===== src/rtl/lcd_stream_driver.sv =====
// lcd_stream_driver: LCD timing generator and pixel fetch engine for any panel geometry.
// Latency: counters to panel pins take 2 clocks, the same for HS/VS, DE and pixel data.
// Backpressure: none; an empty FIFO during active video shows FILL_COLOR and is counted.
// Build option: define LCD_TEST_PATTERN_EN to add the 8-bar colour test pattern (test_mode).
module lcd_stream_driver #(
  parameter int                H_ACTIVE   = 480,
  parameter int                H_FP       = 2,
  parameter int                H_SYNC     = 41,
  parameter int                H_BP       = 2,
  parameter int                V_ACTIVE   = 272,
  parameter int                V_FP       = 2,
  parameter int                V_SYNC     = 10,
  parameter int                V_BP       = 2,
  parameter int                DATA_W     = 24,
  parameter bit                HS_POL     = 1'b0,
  parameter bit                VS_POL     = 1'b0,
  parameter int                CNT_W      = 11,
  parameter logic [DATA_W-1:0] FILL_COLOR = 24'h000000
) (
  input  logic              clk,
  input  logic              rst_n,
  input  logic              enable,
  input  logic              test_mode,
  input  logic              pix_valid,
  input  logic [DATA_W-1:0] pix_data,
  output logic              pix_rd_en,
  output logic              lcd_request,
  output logic              lcd_framesync,
  input  logic              ufl_clear,
  output logic              ufl_flag,
  output logic [15:0]       ufl_cnt,
  output logic              lcd_dclk,
  output logic              lcd_hs,
  output logic              lcd_vs,
  output logic              lcd_en,
  output logic [DATA_W-1:0] lcd_rgb,
  output logic [CNT_W-1:0]  lcd_xpos,
  output logic [CNT_W-1:0]  lcd_ypos
);

  // Line/frame geometry: sync, back porch, active, front porch
  localparam int H_TOTAL = H_SYNC + H_BP + H_ACTIVE + H_FP;
  localparam int V_TOTAL = V_SYNC + V_BP + V_ACTIVE + V_FP;

  localparam logic [CNT_W-1:0] H_LAST     = CNT_W'(H_TOTAL - 1);
  localparam logic [CNT_W-1:0] V_LAST     = CNT_W'(V_TOTAL - 1);
  localparam logic [CNT_W-1:0] H_SYNC_END = CNT_W'(H_SYNC);
  localparam logic [CNT_W-1:0] V_SYNC_END = CNT_W'(V_SYNC);
  localparam logic [CNT_W-1:0] H_ACT_BEG  = CNT_W'(H_SYNC + H_BP);
  localparam logic [CNT_W-1:0] H_ACT_END  = CNT_W'(H_SYNC + H_BP + H_ACTIVE);
  localparam logic [CNT_W-1:0] V_ACT_BEG  = CNT_W'(V_SYNC + V_BP);
  localparam logic [CNT_W-1:0] V_ACT_END  = CNT_W'(V_SYNC + V_BP + V_ACTIVE);
  // The request window leads the active window by one line so the
  // controller can prefetch the next line while the current one is shown.
  localparam logic [CNT_W-1:0] V_REQ_BEG  = CNT_W'(V_SYNC + V_BP - 1);
  localparam logic [CNT_W-1:0] V_REQ_END  = CNT_W'(V_SYNC + V_BP + V_ACTIVE - 1);

  typedef enum logic [1:0] {
    ST_IDLE     = 2'd0,
    ST_RUN      = 2'd1,
    ST_STOPPING = 2'd2
  } state_t;

  state_t state;
  state_t state_nxt;
  logic   running;

  logic [CNT_W-1:0] h_cnt;
  logic [CNT_W-1:0] v_cnt;
  logic             h_last;
  logic             frame_last;

  // Stage 0 (combinational from the counter registers)
  logic             h_act;
  logic             v_act;
  logic             de0;
  logic             hs0;
  logic             vs0;
  logic             ufl0;
  logic             pattern_active;
  logic [CNT_W-1:0] x0;
  logic [CNT_W-1:0] y0;

  // Stage 1 (aligned with FIFO read data)
  logic             de1;
  logic             hs1;
  logic             vs1;
  logic             ufl1;
  logic [CNT_W-1:0] x1;
  logic [CNT_W-1:0] y1;

  // Pixel chosen for stage 2
  logic [DATA_W-1:0] pix_sel;

  assign lcd_dclk = ~clk;

  assign h_last     = (h_cnt == H_LAST);
  assign frame_last = h_last && (v_cnt == V_LAST);

  // FSM state register
  always_ff @(posedge clk) begin
    if (!rst_n) begin
      state <= ST_IDLE;
    end else begin
      state <= state_nxt;
    end
  end

  // FSM next state: a stop request only takes effect at the end of a frame
  always_comb begin
    state_nxt = state;
    case (state)
      ST_IDLE: begin
        if (enable) state_nxt = ST_RUN;
      end
      ST_RUN: begin
        if (!enable) state_nxt = ST_STOPPING;
      end
      ST_STOPPING: begin
        if (frame_last) state_nxt = enable ? ST_RUN : ST_IDLE;
      end
      default: state_nxt = ST_IDLE;
    endcase
  end

  // FSM outputs: counters and strobes are live in RUN and STOPPING
  always_comb begin
    running = 1'b0;
    case (state)
      ST_RUN, ST_STOPPING: running = 1'b1;
      default:             running = 1'b0;
    endcase
  end

  // Horizontal/vertical counters; held at zero while idle
  always_ff @(posedge clk) begin
    if (!rst_n || !running) begin
      h_cnt <= '0;
      v_cnt <= '0;
    end else if (h_last) begin
      h_cnt <= '0;
      v_cnt <= (v_cnt == V_LAST) ? '0 : v_cnt + 1'b1;
    end else begin
      h_cnt <= h_cnt + 1'b1;
    end
  end

`ifdef LCD_TEST_PATTERN_EN
  assign pattern_active = test_mode;
`else
  // test_mode has no effect in this build
  assign pattern_active = test_mode & 1'b0;
`endif

  assign h_act = (h_cnt >= H_ACT_BEG) && (h_cnt < H_ACT_END);
  assign v_act = (v_cnt >= V_ACT_BEG) && (v_cnt < V_ACT_END);
  assign de0   = running && h_act && v_act;

  assign hs0 = (running && (h_cnt < H_SYNC_END)) ? HS_POL : ~HS_POL;
  assign vs0 = (running && (v_cnt < V_SYNC_END)) ? VS_POL : ~VS_POL;

  assign x0 = de0 ? (h_cnt - H_ACT_BEG) : '0;
  assign y0 = de0 ? (v_cnt - V_ACT_BEG) : '0;

  assign pix_rd_en     = de0 && pix_valid && !pattern_active;
  assign ufl0          = de0 && !pix_valid && !pattern_active;
  assign lcd_framesync = running && (h_cnt == '0) && (v_cnt == '0);
  assign lcd_request   = running && (v_cnt >= V_REQ_BEG) && (v_cnt < V_REQ_END);

  // Stage 1: delay control by one clock to meet the FIFO read latency
  always_ff @(posedge clk) begin
    if (!rst_n) begin
      de1  <= 1'b0;
      hs1  <= ~HS_POL;
      vs1  <= ~VS_POL;
      ufl1 <= 1'b0;
      x1   <= '0;
      y1   <= '0;
    end else begin
      de1  <= de0;
      hs1  <= hs0;
      vs1  <= vs0;
      ufl1 <= ufl0;
      x1   <= x0;
      y1   <= y0;
    end
  end

`ifdef LCD_TEST_PATTERN_EN
  // Eight equal bars; integer division leaves the remainder to the last bar
  localparam int BAR_W = (H_ACTIVE >= 8) ? (H_ACTIVE / 8) : 1;
  localparam int CH_W  = DATA_W / 3;

  logic [CNT_W-1:0]  bar_q;
  logic [2:0]        bar0;
  logic [2:0]        bar1;
  logic              pat1;
  logic [DATA_W-1:0] bar_color;

  assign bar_q = x0 / CNT_W'(BAR_W);
  assign bar0  = (bar_q > CNT_W'(7)) ? 3'd7 : bar_q[2:0];

  // Bar order white, yellow, cyan, green, magenta, red, blue, black maps to
  // R = ~idx[1], G = ~idx[2], B = ~idx[0].
  assign bar_color = DATA_W'({{CH_W{~bar1[1]}}, {CH_W{~bar1[2]}}, {CH_W{~bar1[0]}}});

  // Stage 1 companion: carry pattern select and bar index alongside DE
  always_ff @(posedge clk) begin
    if (!rst_n) begin
      pat1 <= 1'b0;
      bar1 <= 3'd0;
    end else begin
      pat1 <= pattern_active;
      bar1 <= bar0;
    end
  end
`endif

  // Pixel source: FIFO data, fill colour on underflow, or the test bars
  always_comb begin
    pix_sel = ufl1 ? FILL_COLOR : pix_data;
`ifdef LCD_TEST_PATTERN_EN
    if (pat1) pix_sel = bar_color;
`endif
  end

  // Stage 2: registered panel outputs; data and coordinates blanked outside DE
  always_ff @(posedge clk) begin
    if (!rst_n) begin
      lcd_hs   <= ~HS_POL;
      lcd_vs   <= ~VS_POL;
      lcd_en   <= 1'b0;
      lcd_rgb  <= '0;
      lcd_xpos <= '0;
      lcd_ypos <= '0;
    end else begin
      lcd_hs   <= hs1;
      lcd_vs   <= vs1;
      lcd_en   <= de1;
      lcd_rgb  <= de1 ? pix_sel : '0;
      lcd_xpos <= de1 ? x1 : '0;
      lcd_ypos <= de1 ? y1 : '0;
    end
  end

  // Underflow bookkeeping: clear wins over a same-cycle increment; count saturates
  always_ff @(posedge clk) begin
    if (!rst_n || ufl_clear) begin
      ufl_flag <= 1'b0;
      ufl_cnt  <= '0;
    end else if (ufl0) begin
      ufl_flag <= 1'b1;
      if (ufl_cnt != 16'hFFFF) ufl_cnt <= ufl_cnt + 16'd1;
    end
  end

endmodule

===== config.mk =====
export PLATFORM = sky130hd
export DESIGN_NAME = lcd_stream_driver
export DESIGN_NICKNAME = d
export VERILOG_FILES = /design/src/rtl/lcd_stream_driver.sv
export SDC_FILE = /design/constraint.sdc
export NUM_CORES = 1
export LEC_CHECK = 0
export CAP_MARGIN = 20
export CORE_UTILIZATION = 25
export DETAILED_ROUTE_END_ITERATION = 10
export PLACE_DENSITY_LB_ADDON = 0.15
export SLEW_MARGIN = 20
export SYNTH_ARGS = -nofsm -noshare
export SYNTH_HDL_FRONTEND = slang
export SYNTH_SLANG_ARGS = --single-unit

===== constraint.sdc =====
create_clock -name clk -period 3.8 [get_ports clk]
set_input_delay 0.57 -clock clk [delete_from_list [all_inputs] [get_ports clk]]
set_output_delay 0.57 -clock clk [all_outputs]
set_load 0.05 [all_outputs]

=== After elaboration in Yosys (flattened, before gate mapping) ===
Cells that the tools add are included.

* $add $sub $neg: 5
* Magnitude comparators: 8
* Equal/unequal tests: 8
* Mux-type cells: 9
* Bitwise operators: 3
* Reduce and logical (&&, ||, !) cells: 28

{| class="wikitable"
|+ Operators with widths
! operator !! count
|-
| $add 11x1->11 const B || 2
|-
| $ge 11x4->1 const B || 2
|-
| $logic_not 11->1 || 2
|-
| $lt 11x9->1 const B || 2
|-
| $add 16x1->16 const B || 1
|-
| $ne 16x16->1 const B || 1
|-
| $logic_and 1x1->1 || 13
|-
| $eq 11x10->1 const B || 1
|-
| $eq 11x9->1 const B || 1
|-
| $ge 11x6->1 const B || 1
|-
| $lt 11x10->1 const B || 1
|-
| $lt 11x4->1 const B || 1
|-
| $lt 11x6->1 const B || 1
|-
| $mux 11 || 1
|-
| $sub 11x4->11 const B || 1
|-
| $sub 11x6->11 const B || 1
|-
| $mux 2 || 3
|-
| $ne 2x2->1 const B || 3
|-
| $pmux 2 s3 || 1
|-
| $reduce_and 2->1 || 3
|-
| $mux 1 || 4
|-
| $reduce_or 2->1 || 2
|-
| $logic_not 1->1 || 3
|-
| $not 1->1 || 3
|-
| 6 further kinds || 7
|}

* Register bits after elaboration: 116
* Input port bits: 30
* Output and inout port bits: 70
* Logic and storage cells: 78

=== Logic depth before layout (Yosys ltp) ===
Gate-level depths: netlist (run 1).

* Word-level depth: 7
* Gate-level depth with buffers: 9
* Mapped depth without buffers: 7

==> results of run 1 <==
critical path, cell delays in order:
cell             delay [ns]
clkbuf_16              0.20
clkbuf_16              0.18
inv_1                  0.04
clkdlybuf4s50_1        0.78
cells by family after synthesis:
logic type                 Yosys count
muxes                                2
buffers and inverters               49
xor gates and xnor gates            38
adders and majority gates           14
DFF                                116
and+or+nand+nor                    220
AOI/OAI and AO/OA                   44
worst paths after layout:
path              depth (start not counted)      from  slack, ns  endpoint
setup / recovery                          4       clk       0.11  lcd_dclk
hold / removal                            1       hs1       0.41    lcd_hs
setup reg to reg                          8  v_cnt[2]       1.23     x1[3]
hold reg to reg                           1       hs1       0.41    lcd_hs
power by group:
group	switching, W	internal (W)
clock	0.000601	0.00115
sequential	0.0000241	0.00124
combinational	0.000163	0.000110
total	0.000788	0.00250
layout make-up:
cell class	count	area share, %
multi-input cells	318	31.7
clock inverters	14	2.91
repair buffers	100	15.7
inverters	18	1.07
well taps	229	4.53
flip-flops and latches	116	36.7
clock buffers	20	7.32
metal layers:
| metal | global-route usage, % | vias up | routed length [microns] |
|---|---|---|---|
| met2 | 17.5 | 95 | 4580 |
| met5 | 0 | - | 0 |
| met3 | 5.19 | 15 | 676 |
| li1 | - | 1794 | - |
| met4 | 5.25 | 0 | 185 |
| met1 | 15.5 | 1605 | 5320 |
cell usage in the layout (no fill, tap or decap), types with 3 or more instances in the layout:
master,count
nand2_1,21
nand3_1,16
a21oi_1,13
clkdlybuf4s50_1,95
and2_1,28
dfxtp_1,116
inv_1,19
nor2_1,68
clkinv_2,4
buf_4,4
xnor2_1,29
o21ai_0,11
nor3_1,15
clkbuf_16,17
clkinvlp_4,3
nand2b_1,3
ha_1,14
nand4_1,10
nor4_1,4
and3_1,29
bufinv_16,4
or3_1,8
a31o_2,3
xor2_1,9
timing repair:
item                       in CTS  in global routing
gates resized for setup         0                  2
setup endpoints to repair       0                  2
buffers inserted                0                  0
per-stage QoR:
| step | setup WS, ns | cell area, sq um |
|---|---|---|
| 6_report | 0.114 | 6320 |
| 5_1_grt | 0.0539 | 6320 |
| 4_1_cts | 0.0829 | 6320 |
| 3_5_place_dp | 0.522 | 5690 |
| 3_3_place_gp | 0.522 | 5690 |
| 2_1_floorplan | 0.955 | 4560 |
sequential cells by signal, indices dropped and copies added, names as in the netlist:
register  cells
de1           1
h_cnt        11
hs1           1
lcd_en        1
lcd_hs        1
lcd_rgb      24
lcd_vs        1
lcd_xpos     11
lcd_ypos     11
state         2
ufl1          1
ufl_cnt      16
ufl_flag      1
v_cnt        11
vs1           1
x1           11
y1           11
==> flow_summary_export.csv, run 1 <==
group,metric,value,unit
pwr,p_leak,2.48,nW
detailed_routing,dr.pass1.iters,4,
logic_synthesis,synth-edff-count,0,
pwr,p_total,0.00329,W
pwr,power_density,520,nW/um^2
setup_path,crit_path_start_kind,"clock port",
placement,numPortBuffers,98,
sta,worst_slew_pin_slew,0.693,ns
detailed_routing,ant_nets,0,
global_route,antenna_found_initial,0,
placement,gp_congestion,0.777,
worst_hold_path,hold_path.class,"reg2reg",
finish,multi_input_area,2000,sq um
finish,diodes,0,
detailed_routing,drc,0,
sta,skew,0.00851,ns
finish,fin_nets,617,
floorplanning,die_w,137,microns
logic_synthesis,synth_cell_types,51,
sta,hold_viol,0,
sta,rsz0062_at_grt,"no",
placement,place_inst,783,
clock_tree,htreeDepth,4,
detailed_routing,drt_iter0_markers,171,
clock_tree,clk_pin_slew,0.05,ns
logic_synthesis,synthTopCellsByCount,"116 x dfxtp_1, 68 x nor2_1, 29 x and3_1, 29 x xnor2_1, 28 x and2_1",
finish,utilization,35.3,%
logic_synthesis,synth_ff_type,"dfxtp_1",
logic_synthesis,synth_top_family_by_area,"simple AND/OR/NAND/NOR gates",
sta,holdWs,0.412,ns
global_route,grt_usage,12.1,%
floorplanning,start_util,25.5,%
global_route,grt_pass1_wl,17.0,mm
logic_synthesis,synth_nets,527,
logic_synthesis,yosysTopAreaCell,"dfxtp_1",
logic_synthesis,synth_fa_ha_area_share,3.84,%
logic_synthesis,synth.avg_cell_area,9.45,sq um
outcome,status,"completed",
logic_synthesis,synth_top_area_share,50.9,%
detailed_routing,routedWlPerCell,13.2,microns
sta,setup_viol,0,
finish,syn_to_final_growth,38.6,%
logic_synthesis,synth_xor_xnor_area_share,7.29,%
clock_tree,clock-root-buffer,"clkbuf_16",
finish,final_layout_size_suffix_gt1_share,8.70,%
logic_synthesis,synthesis.area,4560,sq um
logic_synthesis,synth_compound_gate_area_share,6.80,%
logic_synthesis,syn_inst,483,
detailed_routing,num_vias,3509,
clock_tree,insertion_delay,0.42,ns
setup_path,path_class,"clk2out",
logic_synthesis,seq_area_frac_synth,50.9,%
setup_path,worstPathRequired,3.23,ns
clock_tree,cts_tree,"done",
floorplanning,die-area,18800,sq um
logic_synthesis,post-synth-top-count-cell,"dfxtp_1",
global_route,overflow,0,
finish,seqCellArea,2320,sq um
floorplanning,core,17900,sq um
flow_run,maxCapViolations,0,
placement,hpwl,7.89,mm
setup_path,arrival,3.12,ns
floorplanning,rows,49,
detailed_routing,via_per_inst,4.31,
global_route,grt_pass1_vias,3344,
sta,final_max_slew_viol_count,0,
logic_synthesis,ys_warn_count,0,
detailed_routing,routed_wl,10.8,mm
logic_synthesis,yosys.area_share.simple,25.6,%
clock_tree,clock_path_buffers,2,
floorplanning,die_y,137,microns
clock_tree,cts-hold-fix-buffers,0,
logic_synthesis,synthArstFlopShare,0,%
global_route,grt_max_degree,29,
sta,slew_headroom,53.8,%
setup_path,crit_path_max_fanout,16,
logic_synthesis,synthMuxAreaShare,0.439,%
floorplanning,ios,100,
finish,fin_cells,815,
finish,fillers,1831,
clock_tree,cts_buffers,17,
logic_synthesis,ys_ff_latch,116,
sta,tns,0,ns
setup_path,critPathCaptureType,"primary output",
pwr,vdd_drop_max,0.298,mV
logic_synthesis,synth.area.top_cells,"dfxtp_1 51%, nor2_1 5.6%, xnor2_1 5.6%",
Power figures use the tool's default switching activity.
==> run 2: changes to the inputs <==
Settings changed: CORE_UTILIZATION 25 to 54.
==> flow_summary_export.csv, run 2 (synthesis results as in run 1) <==
group,metric,value,unit
finish,utilization,75.1,%
clock_tree,clock-root-buffer,"clkbuf_8",
pwr,switching_share,25.1,%
worst_hold_path,holdPathStages,1,
setup_path,crit_path_max_fanout,16,
finish,final_common_cell,"dfxtp_1",
clock_tree,cts-hold-fix-buffers,0,
global_route,grt_usage,24.2,%
sta,final_max_slew_viol_count,0,
finish,largest_register_ffs,24,
detailed_routing,drt_iter0_markers,162,
setup_path,slowest_delay,0.79,ns
worst_hold_path,hold_path.class,"reg2reg",
global_route,grt_pass1_vias,3348,
floorplanning,rows,33,
floorplanning,core,8220,sq um
pwr,internal_power,0.00245,W
setup_path,reg2reg_slack,1.19,ns
floorplanning,ios,100,
floorplanning,die_y,93.9,microns
finish,syn_to_final_growth,35.2,%
clock_tree,clock_path_buffers,2,
placement,hpwl,6.92,mm
flow_run,maxCapViolations,0,
setup_path,cpMaxStageDelayCell,"clkdlybuf4s50_1",
setup_path,r2r_cells,8,
global_route,grt_max_degree,35,
sta,slew_headroom,55.1,%
setup_path,path_class,"clk2out",
detailed_routing,drc,0,
pwr,power_frac_clock,53.2,%
detailed_routing,num_vias,3528,
finish,diodes,0,
pwr,p_total,0.00328,W
clock_tree,insertion_delay,0.51,ns
sta,setup_viol,0,
finish,fillers,571,
setup_path,reg2reg_from,"v_cnt[2]",
worst_hold_path,min_to,"lcd_hs",
setup_path,path_cells,"clkbuf_8, clkbuf_16, inv_1, clkdlybuf4s50_1",
floorplanning,start_util,55.5,%
finish,top_regs,"lcd_rgb: 24 flops, ufl_cnt: 16 flops",
setup_path,worst-path-buf-inv,4,
placement,numPortBuffers,98,
sta,setup_slack,0.0541,ns
finish,final_layout_size_suffix_gt1_share,8.70,%
detailed_routing,routed_wl,9.81,mm
clock_tree,cts_setup_buffers,0,
clock_tree,cts_tree,"done",
clock_tree,cts_buffers,17,
detailed_routing,ant_nets,0,
pwr,sequentialPowerShare,38.6,%
floorplanning,die_w,93.9,microns
sta,rsz0062_at_grt,"no",
sta,skew,0.00855,ns
placement,gp_congestion,0.948,
pwr,p_leak,2.47,nW
sta,hold_viol,0,
pwr,vdd_drop_max,0.343,mV
global_route,grt_pass1_wl,16.3,mm
outcome,status,"completed",
clock_tree,htreeDepth,4,
finish,regMostFlops,"lcd_rgb",
pwr,power_density,531,nW/um^2
detailed_routing,via_per_inst,5.11,
sta,worst_slew_pin_slew,0.673,ns
detailed_routing,dr.pass1.iters,4,
setup_path,r2r-end,"y1[0]",
pwr,pwr-share-comb,8.2,%
sta,tns,0,ns
worst_hold_path,worstHoldStart,"hs1",
setup_path,worstPathRequired,3.23,ns
finish,layout_common_cells,"116 x dfxtp_1, 96 x clkdlybuf4s50_1, 68 x nor2_1",
finish,fin_nets,617,
setup_path,crit_family,"buffers and inverters",
detailed_routing,routedWlPerCell,14.2,microns
setup_path,arrival,3.18,ns
floorplanning,die-area,8820,sq um
setup_path,critPathCaptureType,"primary output",
clock_tree,clk_pin_slew,0.06,ns
setup_path,crit_path_start_kind,"clock port",
pwr,switchingPower,0.000824,W
global_route,overflow,0,
placement,place_ws,0.429,ns
global_route,antenna_found_initial,0,
## run 2: cell types whose count changed in the layout (fill, tap and decap cells not counted), sizes merged
| cell | change |
|---|---|
| clkdlybuf4s50 | +1 |
| clkdlybuf4s15 | +1 |
| clkinvlp | -2 |
| clkbuf | -2 |
| clkinv | -5 |
| buf | -1 |
| inv | +9 |
| dlymetal6s2s | -1 |
## run 2: through the flow
stage	hold slack (ns)	std cells	cell area [sq um]
finish	0.408	691	6170
global route	0.435	691	6170
floorplan	0.386	483	4560
detailed placement	0.394	659	5530
CTS	0.413	691	6160
global placement	0.393	659	5530
## run 2: routing by layer
layer	routed length (microns)	share of wire, %	vias to the layer above	GRT usage (%)
li1	-	-	1795	-
met1	4580	47	1607	30.6
met2	4480	46	110	38.7
met3	611	6.2	16	6.80
met4	142	1.4	0	10.0
met5	0	0	-	0
## run 2: layout make-up
cell class / instances / area [sq um] / share of cell area (%)
Multi-Input combinational cell: 318 / 2010 / 32.6
Clock inverter: 16 / 216 / 3.51
Tap cell: 105 / 131 / 2.13
Sequential cell: 116 / 2320 / 37.6
Clock buffer: 18 / 424 / 6.88
Timing Repair Buffer: 100 / 996 / 16.1
Inverter: 18 / 67.6 / 1.10
## run 2: worst max-delay path by stage
stage                  start           to  slack (ns)  cells after the start
global placement    v_cnt[2]    pix_rd_en        0.46                      7
detailed placement  v_cnt[2]    pix_rd_en        0.43                      7
CTS                 v_cnt[6]  lcd_request       0.009                      6
floorplan           v_cnt[6]  lcd_request        0.95                      7
finish                   clk     lcd_dclk        0.05                      4
global route             clk     lcd_dclk        0.01                      4
## run 2: timing repair
item                                    CTS  global route
pin swaps                                 0             0
resized for setup                         1             3
endpoints found under the setup margin    1             3
## run 2: power groups by stage
stage                     clock network (W)  registers [W]  logic (W)
after floorplan                   0.0000445        0.00129   0.000181
after global placement            0.0000644        0.00129   0.000262
after detailed placement          0.0000644        0.00129   0.000267
after CTS                           0.00177        0.00126   0.000271
after global routing                0.00184        0.00127   0.000301
final                               0.00174        0.00126   0.000270
